$ cat src/rtl/reg_file_bit_streamer_pkg.sv
// Shared types and helpers for the activation register-file bit streamer.
package bit_stream_pkg;

  typedef enum logic {
    IDLE   = 1'b0,
    STREAM = 1'b1
  } state_e;

  // Width of a plane index for a lane of n bits; never narrower than one bit.
  function automatic int unsigned idx_width(input int unsigned n);
    return (n > 1) ? int'($clog2(n)) : 1;
  endfunction

endpackage

$ cat src/rtl/reg_file_bit_streamer_plane_select.sv
// Picks bit i_idx out of every lane of the active vector; forced to zero when not enabled.
module plane_select
  import bit_stream_pkg::*;
#(
  parameter int unsigned DATA_WIDTH = 8,
  parameter int unsigned VEC_LENGTH = 16,
  parameter int unsigned IDX_W      = idx_width(DATA_WIDTH)
) (
  input  logic [VEC_LENGTH-1:0][DATA_WIDTH-1:0] i_vec,
  input  logic [IDX_W-1:0]                      i_idx,
  input  logic                                  i_en,
  output logic [VEC_LENGTH-1:0]                 o_plane
);

  always_comb begin
    o_plane = '0;
    for (int unsigned j = 0; j < VEC_LENGTH; j++) begin
      o_plane[j] = i_en & i_vec[j][i_idx];
    end
  end

endmodule

$ cat src/rtl/reg_file_bit_streamer.sv
// Replays each accepted vector as DATA_WIDTH bit-planes, MSB first, with a one-entry
// pending buffer so back-to-back vectors stream without bubbles.
module reg_file_bit_streamer
  import bit_stream_pkg::*;
#(
  parameter  int unsigned DATA_WIDTH = 8,
  parameter  int unsigned VEC_LENGTH = 16,
  localparam int unsigned IDX_W      = idx_width(DATA_WIDTH)
) (
  input  logic                                  clk,
  input  logic                                  reset,
  input  logic [VEC_LENGTH-1:0][DATA_WIDTH-1:0] d_in,
  input  logic                                  in_valid,
  output logic                                  in_ready,
  output logic [VEC_LENGTH-1:0]                 plane_out,
  output logic [IDX_W-1:0]                      plane_idx,
  output logic                                  out_valid,
  input  logic                                  out_ready,
  output logic                                  out_last
);

  localparam logic [IDX_W-1:0] LAST_IDX = IDX_W'(DATA_WIDTH - 1);

  state_e                                r_state;
  logic [VEC_LENGTH-1:0][DATA_WIDTH-1:0] r_active;
  logic [VEC_LENGTH-1:0][DATA_WIDTH-1:0] r_pend;
  logic                                  r_pend_valid;
  logic [IDX_W-1:0]                      r_idx;

  logic w_act_valid;
  logic w_accept;
  logic w_consume;
  logic w_finish;

  assign w_act_valid = (r_state == STREAM);
  assign w_accept    = in_valid && !r_pend_valid;
  assign w_consume   = w_act_valid && out_ready;
  assign w_finish    = w_consume && (r_idx == '0);

  // Outputs depend only on registers; idle gating keeps them at zero.
  assign in_ready  = !r_pend_valid;
  assign out_valid = w_act_valid;
  assign out_last  = w_act_valid && (r_idx == '0);
  assign plane_idx = w_act_valid ? r_idx : '0;

  plane_select #(
    .DATA_WIDTH (DATA_WIDTH),
    .VEC_LENGTH (VEC_LENGTH),
    .IDX_W      (IDX_W)
  ) u_plane_select (
    .i_vec   (r_active),
    .i_idx   (r_idx),
    .i_en    (w_act_valid),
    .o_plane (plane_out)
  );

  always_ff @(posedge clk or negedge reset) begin
    if (!reset) begin
      r_state      <= IDLE;
      r_active     <= '0;
      r_pend       <= '0;
      r_pend_valid <= 1'b0;
      r_idx        <= '0;
    end else begin
      case (r_state)
        IDLE: begin
          if (w_accept) begin
            r_active <= d_in;
            r_idx    <= LAST_IDX;
            r_state  <= STREAM;
          end
        end
        STREAM: begin
          if (w_finish) begin
            // Pending vector wins; otherwise a same-cycle accept bypasses the buffer.
            if (r_pend_valid) begin
              r_active     <= r_pend;
              r_pend_valid <= 1'b0;
              r_idx        <= LAST_IDX;
            end else if (w_accept) begin
              r_active <= d_in;
              r_idx    <= LAST_IDX;
            end else begin
              r_state <= IDLE;
            end
          end else begin
            if (w_consume) begin
              r_idx <= r_idx - IDX_W'(1);
            end
            if (w_accept) begin
              r_pend       <= d_in;
              r_pend_valid <= 1'b1;
            end
          end
        end
        default: r_state <= IDLE;
      endcase
    end
  end

endmodule

$ cat config.mk
export PLATFORM = sky130hd
export DESIGN_NAME = reg_file_bit_streamer
export DESIGN_NICKNAME = d
export VERILOG_FILES = /design/src/rtl/reg_file_bit_streamer_pkg.sv /design/src/rtl/reg_file_bit_streamer_plane_select.sv /design/src/rtl/reg_file_bit_streamer.sv
export SDC_FILE = /design/constraint.sdc
export NUM_CORES = 1
export LEC_CHECK = 0
export CORE_MARGIN = 3
export CORE_UTILIZATION = 30
export DETAILED_ROUTE_END_ITERATION = 10
export GPL_ROUTABILITY_DRIVEN = 0
export PLACE_DENSITY_LB_ADDON = 0.2
export RECOVER_POWER = 25
export SETUP_SLACK_MARGIN = 0.02
export SYNTH_ARGS = -nofsm -noshare
export SYNTH_HDL_FRONTEND = slang
export SYNTH_HIERARCHICAL = 1
export SYNTH_SLANG_ARGS = --single-unit
$ cat constraint.sdc
create_clock -name clk -period 1.6 [get_ports clk]
set_input_delay 0.24 -clock clk [delete_from_list [all_inputs] [get_ports clk]]
set_output_delay 0.24 -clock clk [all_outputs]
set_load 0.01 [all_outputs]
==> metrics.md, run 1 <==
| Metric | Value |
|---|---|
| Htree depth | 1 |
| Reg2Reg Setup Slack | -0.74 ns |
| Worst path slowest cell | dfrtp_4 |
| Actual slew at the worst max-slew pin | 1.231 ns |
| Tcrit/Tclk final | 151.0% |
| Number of routed nets with antenna violations | 0 |
| Clock Power Share | between 15 and 20% |
| Crit-path leading delay family | flip-flops |
| Root buffer cell | clkbuf_16 |
| Switching portion of total power | 33.68% |
| Pin count of the biggest net entering global routing | 75 |
| # fillers | ~3600 |
| Xor and xnor area share after synthesis | 0% |
| Run status | finished, violations left |
| Max_slew headroom | 17.91% |
| Logic pwr share | a little over half |
| Worst Path Arrival | 2.18 ns |
| DP HPWL | approximately 23000 um |
| DRC | 0 |
| P_sw | 13.98 mW |
| Clock slew at reported path FFs | ~0.060 ns |
| Post-Layout Cell Count | 1731 |
| Worst VDD drop | 0.0007116 V |
| CP required | 1.36 ns |
| Routed wire length | 40220 um |
| Sequential share of power | 29.5% |
| Share of layout cells above drive strength 1 | 52.37% |
| Critical path class | register to output port |
| Vias in the first global route | between 9000 and 10000 |
| Synth top area cells | dfrtp_1, mux2_4, a2bb2oi_1 |
| Failing checks | negative setup slack |
| Cell Int Power | 27.52 mW |
| CTS tree | built |
| CP Launch Type | register |
| Post-synth EDFFs | 0 |
| Setup Skew | 0.01931 ns |
| Compound-Gate Fraction of Synth Area | between 10% and 20% |
| Cells after DPL | 1593 |
| Yosys top cell by area | dfrtp_1 |
| Final period demand of the worst path | 2.416 ns |
| Crit end category | output port |
| Gate Count Post-Synth | 859 |
| LEAKAGE | 7.829 nW |
| Area grow syn2layout | 53.16% |
| Register area | 6543 um2 |
| Final setup vio count | 346 |
| Die Height | 208.0 um |
| I/O pins | 154 |
| Clk_lat worst skew | between 0.5 and 0.6 ns |
| WL per Instance | 23.24 um |
| Clock Path Buffers | 3 |
| Starting Density | 30.61% |
| Final WS setup | -0.8165 ns |
| Place WS | -0.6689 ns |
| Vias after detailed routing | just under 9000 |
| Multi-input combinational cell area | ~6000 um2 |
| Fraction of synthesized area in multiplexers | between 20% and 30% |
| CTS Buf Count | 31 |
| Core ar. | roughly 40000 um2 |
| TritonRoute pass-1 iters | 6 |
| Slowest stage delay, CP | 0.53 ns |
| Register bit total from synthesis | between 200 and 300 |
| GR Overflow Total | 0 |
| Top FF cell, synth | dfrtp_1 |
| Adder-cell area share of the yosys netlist | 0.2044% |
| Async SR Flop Fraction | 100.0% |
| GRT Total Usage | a little under a fifth |
| Clock sinks | 261 |
| Largest family of logic cells by synthesized area | multiplexers |
| Top cell type's share of synthesized area | 53.34% |
| DIE WIDTH | 208.0 um |
| Antenna violations before repair | 6 |
| Synth Area in Simple Gates | 1.155% |
| Final max-slew violation count | 0 |
| Crit path max fanout | 5 |
| Synthesized area | about 12000 um2 |
| CP bufs+invs | 4 |
| DRT iter0 DRCs | roughly 390 |
| Most frequent cell after synthesis | dfrtp_1 |
| Syn nets | 993 |
| Average cell area after synthesis | 14.26 um2 |
| Fmax | just over 400 MHz |
| Unrepaired setup endpoints after global routing | true |
| Hold/Removal Path Class | input port to register |
| Hold Fails Final Rpt | 0 |
| CP cell instances | buf_6 -> buf_6 -> mux4_2 -> inv_2 -> a221oi_2 -> buf_2 |
| First-pass GRT wire length | 62830 um |
| Distinct cells, synth | 38 |
| MaxCap Viol Count | 0 |
| Ys Warns | 6 |
| Nets | about 1300 |
| CP most frequent cell | buf_6 |
| Die area | 43280 um2 |
| # port buffers | ~150 |
| Via density | 5.113 |
| Synth top cells by count | dfrtp_1, o22ai_1, a2bb2oi_1 |
| Setup TNS | -177.34 ns |
| Seq/Total Area, Yosys | 53.34% |
| Floorplan row count | 73 |
| PD cells | 2213 nW/um2 |
-- sequential cells by signal, indices dropped and copies added (netlist names) --
signal / flops
r_pend: 128
r_pend_valid: 1
r_idx: 3
out_valid: 1
r_active: 128
-- final timing paths --
path / cells after the start / endpoint / startpoint
setup / recovery: 6 / plane_out[11] / r_idx[1]
hold / removal: 2 / r_pend[60] / d_in[60]
setup reg to reg: 13 / r_active[47] / r_idx[1]
hold reg to reg: 1 / r_pend[7] / r_pend[7]
max in group asynchronous: 3 / out_valid / reset
min in group asynchronous: 2 / r_pend[97] / reset
-- power groups by stage --
stage	Clock, mW	Sequential (mW)	Combinational, mW
after floorplan	0	11.4	11.0
after global placement	0	12.0	16.9
after detailed placement	0	12.0	17.1
after CTS	7.18	12.1	22.2
after global routing	7.48	12.7	23.7
final	6.98	12.3	22.3
-- metal layers --
metal  track usage (%)  part of all wire (%)
met5                 0                  0.12
met4             3.767                   1.8
met3             3.664                   4.4
met2             27.69                    45
met1             27.42                    49
-- kinds of logic after synthesis --
| group | Yosys count |
|---|---|
| AOI/OAI and AO/OA | 296 |
| and+or+nand+nor | 21 |
| muxes | 176 |
| DFF | 261 |
| buffers and inverters | 103 |
| adders and majority gates | 2 |
-- metrics by stage --
| step | util [%] | instance area (um2) | total power, mW | hold slack, ns |
|---|---|---|---|---|
| 2_1_floorplan | - | 12290 | 22.41 | -0.05559 |
| 3_3_place_gp | 38.33 | 15330 | 28.94 | 0.09550 |
| 3_5_place_dp | 38.33 | 15330 | 29.11 | 0.09617 |
| 4_1_cts | 47.14 | 18860 | 41.49 | 0.09856 |
| 5_1_grt | 46.88 | 18750 | 43.89 | 0.3093 |
| 6_report | 46.88 | 18760 | 41.50 | 0.3235 |
-- cell type report --
cell class	count	share of cell area (%)
Sequential cell	261	34.88
Multi-Input combinational cell	495	32.11
Timing Repair Buffer	375	23.77
Clock buffer	46	4.810
Tap cell	525	3.502
Clock inverter	6	0.4603
Inverter	20	0.4270
Antenna cell	3	0.04003
-- what timing repair did --
action                                  in CTS  in global routing
setup buffers                               64                 16
resized for setup                          351                 83
cloned                                      32                  5
pin swaps                                   16                 16
endpoints found under the setup margin     283                283
endpoints found under the hold margin      261                  0
hold buffers                                 1                  0
-- layout by cell type, fill, tap and decap left out, types with 6 or more instances in the layout --
master,instances
o21ai_1,6
clkbuf_8,7
buf_12,55
buf_6,35
dfrtp_1,256
clkbuf_16,36
clkdlybuf4s50_1,130
a221oi_2,13
mux2i_1,16
buf_8,16
mux4_2,15
a2bb2oi_2,127
mux2_2,16
buf_4,101
inv_2,16
o22ai_1,128
mux2_4,128
buf_16,16
clkbuf_1,8
buf_2,15
o21ai_0,10
(Power assumes the default switching activity.)
==> run 2, diff against run 1 <==
--- a/config.mk
+++ b/config.mk
@@ -9,6 +9,7 @@
 export CORE_UTILIZATION = 30
 export DETAILED_ROUTE_END_ITERATION = 10
 export GPL_ROUTABILITY_DRIVEN = 0
+export MAX_ROUTING_LAYER = met4
 export PLACE_DENSITY_LB_ADDON = 0.2
 export RECOVER_POWER = 25
 export SETUP_SLACK_MARGIN = 0.02
==> run 2 against run 1 <==
  * The flow still finishes with violations (negative setup slack)
  * Clock-buffer cell count did not move
  * Clock power barely moved
  * Core utilization barely moved
  * Global-route usage rose by 0.53 points
  * Critical path depth did not move
  * Non-clock buffer count fell by 1
  * Sequential share of layout area barely moved
  * Design area barely moved
  * Flip-flop and latch count did not move
  * Worst hold slack improved by 0.0033 ns
  * Critical path type unchanged
  * Largest cell class unchanged
  * Highest routed layer is now met4
==> metrics.md, run 2 (same netlist as run 1, synthesis figures left out) <==
| Metric | Value |
|---|---|
| Run status | finished, violations left |
| Failing checks | negative setup slack |
| First-pass GRT wire length | 62780 um (about the same) |
| Floorplan row count | 73 (unchanged) |
| Unrepaired setup endpoints after global routing | true |
| Overall Power | 41.47 mW (about the same) |
| Most frequent cells in the layout | dfrtp_1, clkdlybuf4s50_1, o22ai_1, mux2_4, a2bb2oi_2 |
| Vias after detailed routing | 8826 (-0.28%) |
| PD cells | 2213 nW/um2 (about the same) |
| Root buffer cell | clkbuf_16 |
| Area grow syn2layout | 53.02% (about the same) |
| CTS tree | built |
| Final setup vio count | 343 (-0.87%) |
| Max_slew headroom | 18.61% (+0.70 points) |
| GRT Total Usage | 18.88% (+0.53 points) |
| Final WS setup | -0.8228 ns (-0.006301 ns) |
| Worst R2R Path Depth | 13 (unchanged) |
| Critical path class | register to output port |
| Worst Path Arrival | 2.18 ns (about the same) |
| Reg2Reg Setup Slack | -0.75 ns (about the same) |
| DRC | 0 (unchanged) |
| Actual slew at the worst max-slew pin | 1.221 ns (-0.01056 ns) |
| LEAKAGE | 7.818 nW (-0.14%) |
| Clock Power Share | 16.8% (about the same) |
| Hold/Removal Path Class | input port to register |
| Final max-slew violation count | 0 (unchanged) |
| Final period demand of the worst path | 2.423 ns (+0.006301 ns) |
| P_sw | 13.98 mW (about the same) |
| Crit-path leading delay family | flip-flops |
| Nets | 1317 (-0.076%) |
| CP Launch Type | register |
| TritonRoute pass-1 iters | 4 (-2) |
| Clock slew at reported path FFs | 0.06 ns (about the same) |
| I/O pins | 154 (unchanged) |
| Clk_lat worst skew | 0.56 ns (about the same) |
| Reg2Reg Launch Point | r_idx[1] |
| Pin count of the biggest net entering global routing | 75 (unchanged) |
| Crit path max fanout | 5 (unchanged) |
| CP bufs+invs | 4 (unchanged) |
| Fmax | 412.7 MHz (-0.26%) |
| RR Endpoint | r_active[47] |
| Slowest stage delay, CP | 0.54 ns (about the same) |
| WL per Instance | 23.12 um (-0.51%) |
| Critical path startpoint | r_idx[1] |
| Logic pwr share | 53.6% (about the same) |
| Setup Skew | 0.01735 ns (-0.001959 ns) |
| DRT iter0 DRCs | 292 (-24%) |
| Commonest non-fill, non-tap cell in the layout | dfrtp_1 |
| Crit end category | output port |
| Place WS | -0.6689 ns (unchanged) |
| Tcrit/Tclk final | 151.4% (+0.39 points) |
| Top Registers | r_active: 128 flops, r_pend: 128 flops, r_idx: 3 flops |
| GR Overflow Total | 0 (unchanged) |
| Worst VDD drop | 0.0007130 V (+0.19%) |
| DIE WIDTH | 208.0 um (unchanged) |
| CP required | 1.36 ns (about the same) |
| Crit path capture | plane_out[9] |
| CTS Buf Count | 31 (unchanged) |
| Clock sinks | 261 (unchanged) |
| Vias in the first global route | 9837 (-0.12%) |
| DP HPWL | 22730 um (unchanged) |
| Htree depth | 1 (unchanged) |
| Cell Int Power | 27.49 mW (-0.12%) |
| Number of routed nets with antenna violations | 0 (unchanged) |
| Die Height | 208.0 um (unchanged) |
| Switching portion of total power | 33.72% (+0.037 points) |
| Antenna violations before repair | 6 (unchanged) |
| Share of layout cells above drive strength 1 | 52.33% (about the same) |
| Starting Density | 30.61% (unchanged) |
| Core ar. | 40010 um2 (unchanged) |
| Hold Fails Final Rpt | 0 (unchanged) |
| Worst path slowest cell | dfrtp_4 |
| Via density | 5.093 (-0.40%) |
| MaxCap Viol Count | 0 (unchanged) |
| CP most frequent cell | buf_6 |
| Clock Path Buffers | 3 (unchanged) |
| Critical path depth | 6 (unchanged) |
| # port buffers | 153 (unchanged) |
| Routed wire length | 40070 um (-0.39%) |
| Sequential share of power | 29.6% (about the same) |
| CP cell instances | buf_6 -> buf_6 -> mux4_2 -> inv_2 -> a221oi_2 -> buf_2 |
| Die area | 43280 um2 (unchanged) |
[run 2: cell count changes in the layout (fill, tap and decap cells not counted)]
cell	previous run	this run
diode_2	3	6
clkbuf_16	36	35
[run 2: metal layers]
layer | track usage [%] | vias up | wire length [um] | share of wire, %
li1 | - | 4030 | - | -
met1 | 27.42 | 4578 | 19580 | 49
met2 | 27.71 | 174 | 18150 | 45
met3 | 3.559 | 44 | 1703 | 4.3
met4 | 3.767 | 0 | 629 | 1.6
met5 | - | - | 0 | 0
[run 2: worst min-delay path by stage]
stage / from / endpoint / depth (start not counted)
after CTS: reset / r_pend[97] / 2
after global placement: reset / r_pend[97] / 1
final: d_in[60] / r_pend[60] / 2
after global routing: d_in[60] / r_pend[60] / 2
after detailed placement: reset / r_pend[97] / 1
after floorplan: reset / out_valid / 0
[run 2: worst reg2reg max path, stage by stage, from the launching register on]
cell and delay, ns:
dfrtp_4 0.54, buf_12 0.18, buf_6 0.12, clkinv_4 0.04, ha_4 0.13, buf_6 0.10, nand3b_4 0.07, buf_6 0.12
a22oi_2 0.29, buf_6 0.18, buf_12 0.14, buf_8 0.12, buf_8 0.13, a2bb2oi_2 0.13
[run 2: stage by stage]
stage               instance area (um2)  cells  TNS, ns  utilization, %  hold slack, ns
detailed placement                15330   1593  -150.69           38.33         0.09617
global placement                  15330   1593  -143.75           38.33         0.09550
CTS                               18860   1738  -183.15           47.14         0.09856
finish                            18740   1733  -179.14           46.84          0.3269
global route                      18740   1733  -243.40           46.84          0.3093
floorplan                         12290    859  -0.6719               -        -0.05559
[run 2: area by class of cell]
type | count | area [um2]
diodes | 6 | 15.01
clock buffers | 46 | 902.1
clock inverters | 6 | 86.33
fillers | 3563 | 21270
inverters | 20 | 80.08
multi-input cells | 495 | 6022
flip-flops and latches | 261 | 6543
well taps | 525 | 656.9
repair buffers | 374 | 4433
[run 2: what timing repair did]
action	4_1_cts	5_1_grt
cloned	32	4
setup endpoints to repair	283	283
gates resized for setup	351	83
hold buffers	1	0
hold endpoints to repair	261	0
buffers inserted	64	16
pin swaps	16	16
[run 2: power by group through the flow]
| stage | Clock (mW) | Sequential (mW) | Combinational (mW) |
|---|---|---|---|
| after global routing | 7.48 | 12.7 | 23.7 |
| after floorplan | 0 | 11.4 | 11.0 |
| final | 6.98 | 12.3 | 22.2 |
| after detailed placement | 0 | 12.0 | 17.1 |
| after CTS | 7.18 | 12.1 | 22.2 |
| after global placement | 0 | 12.0 | 16.9 |
==> run 3, diff against run 2 <==
--- a/config.mk
+++ b/config.mk
@@ -13,6 +13,7 @@
 export PLACE_DENSITY_LB_ADDON = 0.2
 export RECOVER_POWER = 25
 export SETUP_SLACK_MARGIN = 0.02
+export SLEW_MARGIN = 15
 export SYNTH_ARGS = -nofsm -noshare
 export SYNTH_HDL_FRONTEND = slang
 export SYNTH_HIERARCHICAL = 1
==> constraint.sdc (replaced) <==
create_clock -name clk -period 2.1 [get_ports clk]
set_input_delay 0.315 -clock clk [delete_from_list [all_inputs] [get_ports clk]]
set_output_delay 0.315 -clock clk [all_outputs]
set_load 0.01 [all_outputs]
==> run 3 against run 2 <==
  * The flow finishes with violations (max-capacitance violations, max-slew violations, negative setup slack)
  * Global-route usage shrank 0.36 points
  * Register-to-register slack gained 0.56 ns
  * Clock power shrank 18%
  * Clock-buffer cell count shrank 6
  * Worst setup slack gained 0.43 ns
  * Sequential power shrank 24%
  * Sequential share of layout area grew 0.22 points
==> metrics.md, run 3 (same netlist as run 1, synthesis figures left out) <==
| Metric | Value |
|---|---|
| Fmax | around 400 MHz |
| Cell Int Power | 21.07 mW (-23%) |
| CP Launch Type | register |
| Failing checks | max-capacitance violations, max-slew violations, negative setup slack |
| Clock Path Buffers | 3 (unchanged) |
| Hold Path Origin | d_in[58] |
| Crit path max fanout | 5 (unchanged) |
| DRC | 0 (unchanged) |
| Final WS setup | -0.3937 ns (+0.4291 ns) |
| Clock sinks | 261 (unchanged) |
| # port buffers | 153 (unchanged) |
| Antenna violations before repair | 7 (+1) |
| Floorplan row count | 73 (unchanged) |
| Hold/Removal Path Class | input port to register |
| Core Util, Final | 46.53% (-0.31 points) |
| Vias after detailed routing | 8774 (-0.59%) |
| Root buffer cell | clkbuf_16 |
| Starting Density | 30.61% (unchanged) |
| RR Endpoint | r_active[115] |
| CTS Buf Count | 31 (unchanged) |
| Reg2Reg Setup Slack | -0.19 ns (+0.56 ns) |
| GRT Total Usage | 18.52% (-0.36 points) |
| Core ar. | 40010 um2 (unchanged) |
| Post-route cell area | 18620 um2 (-0.65%) |
| Sequential share of power | 29.4% (-0.2 points) |
| DIE WIDTH | 208.0 um (unchanged) |
| Die Height | 208.0 um (unchanged) |
| Htree depth | 1 (unchanged) |
| Worst Path Arrival | 2.18 ns (about the same) |
| CTS tree | built |
| Top Registers | r_active: 128 flops, r_pend: 128 flops, r_idx: 3 flops |
| I/O pins | 154 (unchanged) |
| Hold Fails Final Rpt | 0 (unchanged) |
| GR Overflow Total | 0 (unchanged) |
| TritonRoute pass-1 iters | 4 (unchanged) |
| P_sw | 10.90 mW (-22%) |
| Final max-slew violation count | 55 (+55) |
| Clock slew at reported path FFs | 0.07 ns (about the same) |
| LEAKAGE | 7.650 nW (-2.2%) |
| Setup Skew | 0.01238 ns (-0.004971 ns) |
| Number of routed nets with antenna violations | 0 (unchanged) |
| DP HPWL | 21130 um (-7.0%) |
| DP Area | 14660 um2 (-4.4%) |
| Unrepaired setup endpoints after global routing | true |
| Share of layout cells above drive strength 1 | 50.91% (-1.4 points) |
| First-pass GRT wire length | 61250 um (-2.4%) |
| Routed wire length | 39910 um (-0.38%) |
| Worst hold margin | 0.3837 ns (+0.05682 ns) |
| Die area | 43280 um2 (unchanged) |
| Vias in the first global route | 9442 (-4.0%) |
| Final setup vio count | 271 (-21%) |
| Worst VDD drop | 0.0008623 V (+21%) |
| Tcrit/Tclk final | 118.7% |
| Worst R2R Path Depth | 12 (-1) |
| WHS Path Cells | 2 (unchanged) |
| Crit end category | output port |
| Switching portion of total power | 34.10% (+0.38 points) |
| Clk_lat worst skew | 0.57 ns (about the same) |
| Reg2Reg Launch Point | r_idx[2] |
| Max_slew headroom | -11.11% (-30 points) |
| Worst Hold Path EP | r_pend[58] |
| DRT iter0 DRCs | 416 (+42%) |
| PD cells | 1718 nW/um2 (-22%) |
| Most frequent cells in the layout | dfrtp_1, clkdlybuf4s50_1, o22ai_1 |
| Final period demand of the worst path | 2.494 ns |
| Pin count of the biggest net entering global routing | 76 (+1.3%) |
| Via density | 5.213 (+2.4%) |
| CP required | 1.78 ns (+0.42 ns) |
| Area grow syn2layout | 52.02% |
| WL per Instance | 23.72 um (+2.6%) |
| Commonest non-fill, non-tap cell in the layout | dfrtp_1 |
| Run status | finished, violations left |
| MaxCap Viol Count | 1 (+1) |
| Actual slew at the worst max-slew pin | 1.667 ns (+0.4459 ns) |
| Logic pwr share | 52.7% (-0.9 points) |
| Clock Power Share | 17.9% (+1.1 points) |
| Critical path class | register to output port |
| Nets | 1262 (-4.2%) |
-- run 3: worst max-delay path by stage --
stage / from / slack (ns) / cells after the start / to
2_1_floorplan: r_idx[0] / 0.42 / 7 / r_pend[100]
3_3_place_gp: r_idx[1] / -0.31 / 4 / plane_out[5]
3_5_place_dp: r_idx[1] / -0.34 / 4 / plane_out[5]
4_1_cts: r_idx[2] / -0.44 / 7 / plane_out[3]
5_1_grt: r_idx[2] / -0.48 / 7 / plane_out[8]
6_report: r_idx[2] / -0.39 / 6 / plane_out[3]
-- run 3: layout make-up --
class                   instances  area, um2
diodes                          7      17.52
clock buffers                  40      869.6
clock inverters                16      214.0
fillers                      3564      21390
inverters                      20      77.57
multi-input cells             495       6120
flip-flops and latches        261       6540
well taps                     525      656.9
repair buffers                319       4120
-- run 3: worst max-delay path: stages (launching register included) --
cell,delay [ns]
dfrtp_4,0.50
buf_12,0.16
buf_16,0.14
buf_6,0.13
mux2i_2,0.16
a221oi_4,0.33
buf_2,0.19
-- run 3: stage by stage --
step | std cells | power, mW | setup TNS, ns | setup slack (ns)
2_1_floorplan | 859 | 16.95 | 0 | 0.4173
3_3_place_gp | 1520 | 20.89 | -8.905 | -0.3107
3_5_place_dp | 1520 | 21.00 | -15.84 | -0.3385
4_1_cts | 1677 | 31.72 | -37.41 | -0.4378
5_1_grt | 1683 | 33.62 | -48.47 | -0.4774
6_report | 1683 | 31.97 | -26.85 | -0.3937
-- run 3: timing repair --
action,CTS,global route
endpoints found under the hold margin,49,0
endpoints found under the setup margin,273,281
pin swaps,12,16
gates resized for setup,341,90
hold buffers,1,0
setup buffers,66,33
gates cloned,38,5
-- run 3: routing by layer --
metal  vias to the layer above  share of wire [%]  track usage, %  wire (um)
li1                       3924                  -               -          -
met1                      4603                 49           26.89      19520
met2                       194                 45           27.09      17800
met3                        53                4.5           3.724       1812
met4                         0                2.0           3.511        784
met5                         -                  0               -          0
-- run 3: power by group through the flow --
stage                     sequential, mW  clock [mW]  combinational, mW
final                               9.40        5.74               16.8
after global routing                9.68        6.08               17.9
after CTS                           9.30        5.86               16.6
after detailed placement            9.14           0               11.9
after global placement              9.15           0               11.7
after floorplan                     8.66           0               8.29
